**src/rtl/camera_capture_window.sv**
```systemverilog
// camera_capture_window: pairs OV7670 bytes into RGB565 pixels, crops/decimates them and issues linear frame-buffer writes
// Optional feature macro CAPTURE_TESTPAT_EN: adds input test_mode, replacing camera pixels with a col/row pattern while ACTIVE.
module camera_capture_window #(
  parameter int H_ACTIVE   = 640,
  parameter int WIN_X0     = 0,
  parameter int WIN_Y0     = 0,
  parameter int WIN_W      = 640,
  parameter int WIN_H      = 480,
  parameter int DECIM_LOG2 = 0,
  parameter int R_BITS     = 4,
  parameter int G_BITS     = 4,
  parameter int B_BITS     = 4,
  parameter int ADDR_W     = 19,
  localparam int PIX_W     = R_BITS + G_BITS + B_BITS
) (
  input  logic              pclk,
  input  logic              rst,
  input  logic              href,
  input  logic              vsyn,
  input  logic [7:0]        camera_data,
  input  logic              capture_en,
`ifdef CAPTURE_TESTPAT_EN
  input  logic              test_mode,
`endif
  output logic              wren,
  output logic [PIX_W-1:0]  camera_color_write,
  output logic [ADDR_W-1:0] store_addr,
  output logic              busy,
  output logic              frame_done,
  output logic              line_err,
  output logic              addr_ovf
);
  localparam logic [1:0] S_WAIT   = 2'd0;
  localparam logic [1:0] S_IDLE   = 2'd1;
  localparam logic [1:0] S_ACTIVE = 2'd2;
  localparam logic [1:0] S_SKIP   = 2'd3;
  localparam int CW = 16;
  localparam logic [CW-1:0] X0    = CW'(WIN_X0);
  localparam logic [CW-1:0] Y0    = CW'(WIN_Y0);
  localparam logic [CW-1:0] WW    = CW'(WIN_W);
  localparam logic [CW-1:0] WH    = CW'(WIN_H);
  localparam logic [CW-1:0] H_LEN = CW'(H_ACTIVE);
  localparam logic [CW-1:0] DMASK = CW'((1 << DECIM_LOG2) - 1);
  localparam longint NPIX = longint'(WIN_W >> DECIM_LOG2) * longint'(WIN_H >> DECIM_LOG2);
  localparam longint NCAP = longint'(1) << ADDR_W;
  // Last writable address: the window size, clipped to what the address bus can reach
  localparam logic [ADDR_W-1:0] LAST = ADDR_W'((NPIX < NCAP ? NPIX : NCAP) - 1);

  logic [1:0]        state_q, state_d;
  logic              phase_q, phase_d;
  logic              href_q, href_d;
  logic [7:0]        hi_q, hi_d;
  logic [CW-1:0]     col_q, col_d;
  logic [CW-1:0]     row_q, row_d;
  logic [ADDR_W-1:0] next_q, next_d;
  logic [ADDR_W-1:0] store_addr_q, store_addr_d;
  logic              full_q, full_d;
  logic              wren_q, wren_d;
  logic [PIX_W-1:0]  color_q, color_d;
  logic              frame_done_q, frame_done_d;
  logic              line_err_q, line_err_d;
  logic              addr_ovf_q, addr_ovf_d;
  logic [15:0]       pix;
  logic              active, counting, pix_done, href_fall, start, in_win, write_ok;
  logic [CW-1:0]     dx, dy;
  logic              unused_pix;

  // Pixel source: camera byte pair, or the col/row test pattern when enabled
  always_comb begin
`ifdef CAPTURE_TESTPAT_EN
    pix = (test_mode && state_q == S_ACTIVE) ? {col_q[7:3], row_q[5:0], col_q[4:0]} : {hi_q, camera_data};
`else
    pix = {hi_q, camera_data};
`endif
    unused_pix = ^pix;
  end

  // Frame sequencing, byte pairing, windowing, address generation and flags
  always_comb begin
    active    = state_q == S_ACTIVE;
    counting  = state_q == S_ACTIVE || state_q == S_SKIP;
    pix_done  = href && phase_q;
    href_fall = href_q && !href;
    start     = state_q == S_IDLE && vsyn && capture_en;
    dx        = col_q - X0;
    dy        = row_q - Y0;
    in_win    = dx < WW && dy < WH && (dx & DMASK) == '0 && (dy & DMASK) == '0;
    write_ok  = active && pix_done && in_win;
    case (state_q)
      S_WAIT:  state_d = vsyn ? S_WAIT : S_IDLE;
      S_IDLE:  state_d = vsyn ? (capture_en ? S_ACTIVE : S_SKIP) : S_IDLE;
      default: state_d = vsyn ? state_q : S_IDLE;
    endcase
    href_d       = href;
    phase_d      = href && !phase_q;
    hi_d         = (href && !phase_q) ? camera_data : hi_q;
    col_d        = (!counting || href_fall) ? '0 : col_q + CW'(pix_done);
    row_d        = !counting ? '0 : row_q + CW'(href_fall);
    wren_d       = write_ok && !full_q;
    store_addr_d = !counting ? '0 : wren_d ? next_q : store_addr_q;
    next_d       = !counting ? '0 : (wren_d && next_q != LAST) ? next_q + ADDR_W'(1) : next_q;
    full_d       = counting && (full_q || (wren_d && next_q == LAST));
    color_d      = wren_d ? {pix[15 -: R_BITS], pix[10 -: G_BITS], pix[4 -: B_BITS]} : color_q;
    frame_done_d = active && !vsyn;
    line_err_d   = !start && (line_err_q || (active && href_fall && (phase_q || col_q != H_LEN)));
    addr_ovf_d   = !start && (addr_ovf_q || (write_ok && full_q));
  end

  // State and output registers; reset abandons any frame in progress
  always_ff @(posedge pclk or negedge rst) begin
    if (!rst) begin
      state_q      <= S_WAIT;
      phase_q      <= 1'b0;
      href_q       <= 1'b0;
      hi_q         <= '0;
      col_q        <= '0;
      row_q        <= '0;
      next_q       <= '0;
      store_addr_q <= '0;
      full_q       <= 1'b0;
      wren_q       <= 1'b0;
      color_q      <= '0;
      frame_done_q <= 1'b0;
      line_err_q   <= 1'b0;
      addr_ovf_q   <= 1'b0;
    end else begin
      state_q      <= state_d;
      phase_q      <= phase_d;
      href_q       <= href_d;
      hi_q         <= hi_d;
      col_q        <= col_d;
      row_q        <= row_d;
      next_q       <= next_d;
      store_addr_q <= store_addr_d;
      full_q       <= full_d;
      wren_q       <= wren_d;
      color_q      <= color_d;
      frame_done_q <= frame_done_d;
      line_err_q   <= line_err_d;
      addr_ovf_q   <= addr_ovf_d;
    end
  end

  assign wren               = wren_q;
  assign camera_color_write = color_q;
  assign store_addr         = store_addr_q;
  assign busy               = state_q == S_ACTIVE;
  assign frame_done         = frame_done_q;
  assign line_err           = line_err_q;
  assign addr_ovf           = addr_ovf_q;
endmodule

```
**config.mk**
```make
export PLATFORM = sky130hd
export DESIGN_NAME = camera_capture_window
export DESIGN_NICKNAME = d
export VERILOG_FILES = /design/src/rtl/camera_capture_window.sv
export SDC_FILE = /design/constraint.sdc
export NUM_CORES = 1
export LEC_CHECK = 0
export ABC_AREA = 1
export CORE_UTILIZATION = 25
export CTS_CLUSTER_DIAMETER = 200
export CTS_CLUSTER_SIZE = 20
export DETAILED_ROUTE_END_ITERATION = 16
export GPL_TIMING_DRIVEN = 0
export HOLD_SLACK_MARGIN = 0.12
export PLACE_DENSITY_LB_ADDON = 0.1
export SLEW_MARGIN = 0
export SYNTH_ARGS = -nofsm -noshare
export SYNTH_HDL_FRONTEND = slang
export SYNTH_SLANG_ARGS = --single-unit
```
**constraint.sdc**
```tcl
create_clock -name pclk -period 2.4 [get_ports pclk]
set_clock_uncertainty 0.15 [all_clocks]
set_input_delay 0.48 -clock pclk [delete_from_list [all_inputs] [get_ports pclk]]
set_output_delay 0.48 -clock pclk [all_outputs]
set_load 0.02 [all_outputs]
```
# Word level (Yosys, flattened, before mapping)
# Index checks and enable logic that the tools add are counted.
[totals]
regBits = 99
out_inout_bits = 36
inputBits = 13
word_cells = 70
[classes]
eq_ne = 9
n_mux = 11
order_cmp = 2
n_reduce_logical = 31
addsub = 3
[ops]
columns = ["op", "count"]
rows = [
  ["$mux 19", 4],
  ["$add 16x1->16", 2],
  ["$mux 16", 2],
  ["$add 19x1->19 const B", 1],
  ["$eq 19x19->1 const B", 1],
  ["$ne 19x19->1 const B", 1],
  ["$logic_and 1x1->1", 18],
  ["$lt 16x10->1 const B", 1],
  ["$lt 16x9->1 const B", 1],
  ["$ne 16x10->1 const B", 1],
  ["$logic_not 1->1", 6],
  ["$logic_or 1x1->1", 6],
  ["$eq 2x2->1 const B", 2],
  ["$mux 2", 2],
  ["$pmux 2 s2", 1],
  ["$ne 3x1->1 const B", 1],
  ["$eq 2x1->1 const B", 1],
  ["$logic_not 2->1", 1],
  ["$mux 1", 2],
  ["$ne 2x1->1 const B", 1],
  ["$ne 2x2->1 const B", 1],
]

# Depth between registers and ports, before layout
# Gate-level depths: netlist (run 1).
[depth]
ltp_word = 7
depth_mapped = 13

# Least setup slack after synthesis (run 1)
# OpenSTA, ideal clock, no wires.
[synth_path]
kind = "input to register"
start = "in href"
end = "reg row_q[14]"
slack_ps = 376
required_ps = 2179
arrival_ps = 1802
setup_time_ps = 71
cell_stages = 13
path_cell_list = "inv_1 nand2_1 inv_1 ha_1 ha_1 nand2_1 nor2_1 nand2_1 nor3_2 nand2_1 nor2_1 nor2_1 nor2_1"
[synth_between]
elab_chain_len = 4
[synth_lines]
columns = ["item", "line_no", "text"]
rows = [
  ["start: declaration", "18", "input logic href,"],
  ["$logic_not 1->1", "83", "href_fall = href_q && !href;"],
  ["$logic_and 1x1->1", "83", ""],
  ["$add 16x1->16", "98", "row_d = !counting ? '0 : row_q + CW'(href_fall);"],
  ["$mux 16", "98", ""],
  ["via row_d[14]", "54", "logic [CW-1:0] row_q, row_d;"],
  ["end signal: assignment", "132", "row_q <= row_d;"],
  ["end: declaration", "54", ""],
]
# The timed path passes the listed nets, and every way through them passes these cells.
# A chain may end at the register's enable or synchronous reset.

# Final worst setup path (run 1)
[layout_path]
start = "reg state_q[1]"
end = "out busy"
[layout_between]
elab_chain_len = 1
[layout_lines]
columns = ["item", "line_no", "text"]
rows = [
  ["start: declaration", "49", "logic [1:0] state_q, state_d;"],
  ["start signal: assignment", "127", "state_q <= state_d;"],
  ["$eq 2x2->1", "147", "assign busy = state_q == S_ACTIVE;"],
  ["end: declaration", "28", "output logic busy,"],
]
# Every way passes these cells.

==> impl_results.md, run 1 <==
- Antenna-violating nets left: 0
- Dpl ws: -549 ps
- Slew HR: 55.3%
- Core box area: approximately 19000 um2
- Mapped cell area: between 4000 and 5000 um2
- Gr ovfl total: 0
- Initial DRC Count: 216
- Worst setup EP type: output pin
- Worst R2R Setup Slack: 290 ps
- Fin worst setup slack: ~160 ps
- Routed vias/inst: roughly 4.3
- Setup CP Type: flop to output pin
- Async S/R FF share, synth: 100%
- Min cycle time layout: 2240 ps
- Crit. Startpoint: state_q[1]
- Unique masters post-synth: 32
- Status: finished clean
- Post-synth EDFFs: 0
- Die area: approximately 20000 um2
- Max clock buf depth: 2
- Worst Hold Class: input pin to flop
- RSZ-0062 raised after global routing: no
- Final WL: 12400 um
- Finished layout cell area: a little over 6000 um2
- Total track usage: a little over an eighth
- DR pass1 iterations: 4
- # DRC: 0
- Area Overhead vs Synth: 25.2%
- Critical Path Start Type: flop
- Routed len/inst: between 10 and 15 um
- Worst Hold Launch: href
- Quantity of I/O buffers inserted on ports: 48
- H-tree levels: 3
- Worst-case vdd ir drop: around 360 uV
- First-pass GRT wire length: 20900 um
- Fraction of final layout cells sized beyond drive strength 1: ~7.0%
- Maximum clock rate: roughly 0.45 GHz
- Skew-Pair Late Insertion Delay: around 350 ps
- Root Buffer: clkbuf_16
- Clock Pin Slew Worst Setup and Hold Paths: 70 ps
- Tightest Pin Transition: 671 ps
- I/O pin cnt: 49
- RR Startpoint: next_q[0]
- PD cells: about 640 nW/um2
- Commonest cells after routing, fill and taps aside: nand2_1, dfrtp_1, nor2_1
- Fin. Hold Viols: 0
- Yosys warns: 0
- CTS tree: done
- Area after DPL: about 5700 um2
- Syn Inst Count: 617
- Slowest cell on crit path: clkdlybuf4s50_1
- Antenna violations before repair: 0
- CP max stage delay: 590 ps
- # fillers: 2054
- Pins Over Slew Limit: 0
- Rows: 50
- Flip-flop and latch count after synthesis: approximately 100
- Antenna diode count: 0
- Total number of vias: 4101
- TritonCTS buffer count: 9
- Arrival time worst endpoint: between 1500 and 2000 ps
- Mapped Nets: approximately 640
- Multi-input gate area: 2060 um2
- Initial Util: around a quarter
- Final Setup Violations: 0
- Clock sinks: a little under 100
- Crit share post-route: a little over 90%
- Most common cell after layout, fill and taps aside: nand2_1
- GP Congestion: 0.827
- Largest net degree at the start of global routing: 56
- Max-cap violations: 0
- Mean post-synth cell area: roughly 8 um2
- Crit-path cells: buf_4 > nand2_2 > inv_1 > clkdlybuf4s50_1
- # nets final: about 700
- CP required: ~1800 ps
- Area occupied by registers: between 2000 and 2500 um2
- Die Wd: roughly 140 um
- Leakage Power: around 2.8 nW
- Detailed placement HPWL: 8980 um
- CP Max Fanout: 9
- Post-synth top flop: dfrtp_1
- Die height: approximately 140 um
- Sequential share of the synthesized area: around half
- Vias in the first global route: roughly 4000
-- flip-flops by register name, summed over array words and instances, names as in the netlist --
name                flops
full_q                  1
store_addr             19
next_q                 19
href_q                  1
camera_color_write     12
col_q                  16
wren                    1
line_err                1
hi_q                    7
row_q                  16
state_q                 2
addr_ovf                1
phase_q                 1
frame_done              1
-- stage by stage --
| stage | util (%) | instances | TNS (ps) | total power [mW] | hold slack, ps |
|---|---|---|---|---|---|
| after floorplan | - | 617 | 0 | 1.98 | 34.4 |
| after global placement | 30.0 | 925 | -327050 | 2.20 | 303 |
| after detailed placement | 30.1 | 926 | -8370 | 2.20 | 314 |
| after CTS | 32.1 | 944 | 0 | 3.94 | 292 |
| after global routing | 32.2 | 944 | 0 | 4.06 | 299 |
| final | 32.2 | 944 | 0 | 3.88 | 296 |
-- cells by family after synthesis --
group	synth area share, %
simple gates	31.6
flops	50.5
buf+inv	7.53
compound gates	6.39
xor+xnor	2.71
fa+ha+maj	1.29
-- where the power goes --
group / switching (mW) / internal, mW / total [mW]
combinational: 0.240 / 0.158 / 0.398
clock: 0.668 / 1.05 / 1.72
sequential: 0.0423 / 1.72 / 1.77
-- path summary, 6_finish.rpt --
check | end | cells after the start
worst max-delay path | busy | 4
worst min-delay path | href_q | 1
worst max register to register | next_q[9] | 11
worst min register to register | row_q[15] | 1
max in group asynchronous | next_q[16] | 3
min in group asynchronous | col_q[12] | 2
-- area by class of cell --
class	count	share of cell area (%)
buffer	16	1.75
timing repair buffer	51	8.59
clock buffer	10	3.93
multi-input combinational	434	33.9
clock inverter	6	1.85
sequential	98	40.4
tap	260	5.35
inverter	69	4.26
-- worst max-delay path: cells and delay by family, from the launching register on --
kind,cells,cell delay (ps)
buf+inv,3,820
flops,1,330
simple gates,1,110
-- synth_stat cells (all sizes together), types with 4 or more instances --
library cell	number	area, um2
nor2	89	367
xnor2	4	35.0
nand3	65	358
clkbuf	5	18.8
buf	11	87.6
dfrtp	98	2450
ha	5	62.6
nand4	6	37.5
a21oi	22	110
nor3	11	60.1
inv	68	255
nand2	178	683
o21ai	36	180
xor2	11	96.3
-- layer usage --
metal / vias to the layer above / track usage (%) / wire length [um]
li1: 2082 / - / -
met3: 7 / 2.94 / 375
met5: - / 0 / 0
met2: 63 / 20.9 / 5430
met1: 1949 / 18.7 / 6490
met4: 0 / 4.29 / 136
-- repair_timing --
item	CTS	global route
endpoints found under the setup margin	6	5
hold buffers	1	0
setup buffers	1	0
endpoints found under the hold margin	43	0
resized for setup	5	3
pin swaps	1	1
cloned	0	0
(Power assumes the default switching activity.)
==> inputs of run 2 (changes only) <==
--- a/config.mk
+++ b/config.mk
@@ -5,7 +5,7 @@
 export SDC_FILE = /design/constraint.sdc
 export NUM_CORES = 1
 export LEC_CHECK = 0
-export ABC_AREA = 1
+export ABC_AREA = 0
 export CORE_UTILIZATION = 25
 export CTS_CLUSTER_DIAMETER = 200
 export CTS_CLUSTER_SIZE = 20
==> run 2 against run 1 <==
The run now ends with setup timing left; power decreased by 2.0%; sequential power about the same; hold slack got worse by 80 ps; largest cell class unchanged.
==> impl_results.md, run 2 <==
- Flip-flop and latch count after synthesis: 98 (unchanged)
- Arrival time worst endpoint: 2580 ps (+970 ps)
- CTS tree: done
- Final setup TNS: -1130 ps (-1130 ps)
- Worst setup EP type: flop
- Setup CP Type: flop to flop
- Total track usage: 13.7% (+0.17 points)
- Detailed placement HPWL: 7450 um (-17%)
- Total number of vias: 3417 (-17%)
- Syn Inst Count: 430 (-30%)
- Post-synthesis simple-gate area fraction: 22.4% (-9.2 points)
- CP required: 2480 ps (+710 ps)
- PD cells: 645 nW/um2 (+0.98%)
- Antenna-violating nets left: 0 (unchanged)
- Worst-case vdd ir drop: 355 uV (-0.20%)
- Mapped cell area: 4420 um2 (-9.0%)
- Post-synth top flop: dfrtp_1
- Mapped Nets: 448 (-29%)
- Die Wd: 135 um (-4.6%)
- Antenna violations before repair: 0 (unchanged)
- Die area: 18200 um2 (-8.9%)
- Fin worst setup slack: -92.0 ps (-252 ps)
- Sequential share of the synthesized area: 55.5% (+5.0 points)
- Quantity of I/O buffers inserted on ports: 48 (unchanged)
- Post-synth EDFFs: 0 (unchanged)
- Failing checks: setup timing
- GP Congestion: 0.778 (-6.0%)
- CP Max Fanout: 6 (-3)
- Gr ovfl total: 0 (unchanged)
- Maximum clock rate: 0.401 GHz (-10%)
- Final WL: 11400 um (-8.0%)
- Main combinational cell family by area after synthesis: simple AND/OR/NAND/NOR gates
- H-tree levels: 3 (unchanged)
- Commonest cells after routing, fill and taps aside: dfrtp_1, nand2_1, clkdlybuf4s50_1
- Slew HR: 59.9% (+4.6 points)
- Compound-Gate Fraction of Synth Area: 7.79% (+1.4 points)
- Synth area leader: dfrtp_1
- RSZ-0062 raised after global routing: yes
- Yosys warns: 0 (unchanged)
- First-pass GRT wire length: 19100 um (-8.6%)
- Clock Pin Slew Worst Setup and Hold Paths: 70 ps (about the same)
- Initial Util: 25.5% (-0.17 points)
- I/O pin cnt: 49 (unchanged)
- Crit share post-route: 104% (+10 points)
- # nets final: 523 (-25%)
- Max-cap violations: 0 (unchanged)
- Status: finished, violations left
- Root Buffer: clkbuf_16
- Unique masters post-synth: 36 (+13%)
- Worst Hold Class: input pin to flop
- Fraction of final layout cells sized beyond drive strength 1: 16.7% (+9.6 points)
- # DRC: 0 (unchanged)
- Rows: 48 (-4.0%)
- Synth Area in XOR/XNOR: 4.96% (+2.3 points)
- Total power: 3.81 mW (-2.0%)
- Mean post-synth cell area: 10.3 um2 (+31%)
- Post-synthesis mux area share: 5.53% (+5.5 points)
- Area Overhead vs Synth: 33.6%
- Leakage Power: 2.36 nW (-17%)
- Die height: 135 um (-4.6%)
- # fillers: 1792 (-13%)
- Vias in the first global route: 3619 (-11%)
- Routed vias/inst: 4.65 (+7.0%)
- Async S/R FF share, synth: 100% (unchanged)
- Routed len/inst: 15.6 um (+18%)
- Pins Over Slew Limit: 0 (unchanged)
- Tightest Pin Transition: 602 ps (-69.0 ps)
- TritonCTS buffer count: 9 (unchanged)
- Adder-cell share of the synthesized area: 1.42% (+0.13 points)
- Most common cell after layout, fill and taps aside: dfrtp_1
- Initial DRC Count: 162 (-25%)
- Final Setup Violations: 27 (+27)
- Skew-Pair Late Insertion Delay: 350 ps (about the same)
- Largest net degree at the start of global routing: 62 (+11%)
- Largest cells by area after synthesis: dfrtp_1, nand2_1, mux2_2
- Top cell type's share of synthesized area: 55.5% (+5.0 points)
- Most frequent cell after synthesis: dfrtp_1
- Clock sinks: 98 (unchanged)
- Antenna diode count: 0 (unchanged)
- Critical Path Start Type: flop
- Core box area: 17300 um2 (-8.5%)
- Max clock buf depth: 2 (unchanged)
- DR pass1 iterations: 4 (unchanged)
- Top post-synthesis cells by count: dfrtp_1, nand2_1, o21ai_0
- Fin. Hold Viols: 0 (unchanged)
- Min cycle time layout: 2490 ps (+252 ps)
run 2: cell count changes in the layout (fill, tap and decap cells not counted), moves of 14 or more:
cell     change
nand2_1    -116
inv_1       -57
nor2_1      -53
nand3_1     -40
mux2_2      +14
or3_1       +15
run 2: timing repair:
action	in CTS	in global routing
setup buffers	12	1
gates cloned	3	1
endpoints found under the setup margin	52	51
hold buffers	1	0
resized for setup	43	17
pin swaps	18	6
endpoints found under the hold margin	37	0
run 2: worst max-delay path, cell delays in order (launching register included):
cell and delay (ps):
dfrtp_1 390, or4_4 570, or4_4 450, nor4_4 160, buf_6 180, clkbuf_16 150, mux2_2 320
run 2: final timing paths:
kind / startpoint / end / slack, ps / depth (start not counted)
min in group asynchronous: rst / store_addr[10] / 510 / 2
setup reg to reg: row_q[15] / camera_color_write[6] / -90 / 6
hold reg to reg: hi_q[5] / camera_color_write[9] / 350 / 1
setup / recovery: row_q[15] / camera_color_write[6] / -90 / 6
max in group asynchronous: rst / state_q[1] / 890 / 3
hold / removal: href / href_q / 220 / 1
run 2: layer usage:
layer | track usage (%) | routed length, um | up-vias | share of wire [%]
li1 | - | - | 1670 | -
met1 | 18.6 | 5750 | 1681 | 50
met2 | 20.4 | 5010 | 52 | 44
met3 | 3.12 | 439 | 14 | 3.8
met4 | 6.43 | 237 | 0 | 2.1
met5 | 0 | 0 | - | 0
run 2: report_power, final:
part / switching [mW] / internal, mW
clock: 0.637 / 0.939
combinational: 0.222 / 0.222
sequential: 0.0515 / 1.74
total: 0.910 / 2.90
run 2: final cells by class:
type / count / area, um2 / area share [%]
repair buffers: 66 / 691 / 11.7
clock inverters: 5 / 77.6 / 1.32
clock buffers: 11 / 243 / 4.12
inverters: 10 / 37.5 / 0.636
plain buffers: 14 / 106 / 1.80
well taps: 225 / 282 / 4.77
multi-input cells: 306 / 2010 / 34.0
flip-flops and latches: 98 / 2450 / 41.6
run 2: through the flow:
step	util, %	hold WS [ps]	cells	setup slack [ps]	instance area, um2
after global placement	30.0	334	703	-3340	5180
final	34.1	217	735	-92.0	5900
after detailed placement	30.1	345	704	-868	5210
after global routing	34.1	209	735	-140	5900
after floorplan	-	34.4	430	-13.4	4420
after CTS	33.7	358	735	-194	5830
run 2: cell families after synthesis:
group / count (synthesis)
flops: 98
mux: 22
buf+inv: 26
xor+xnor: 25
compound gates: 64
fa+ha+maj: 5
simple gates: 190
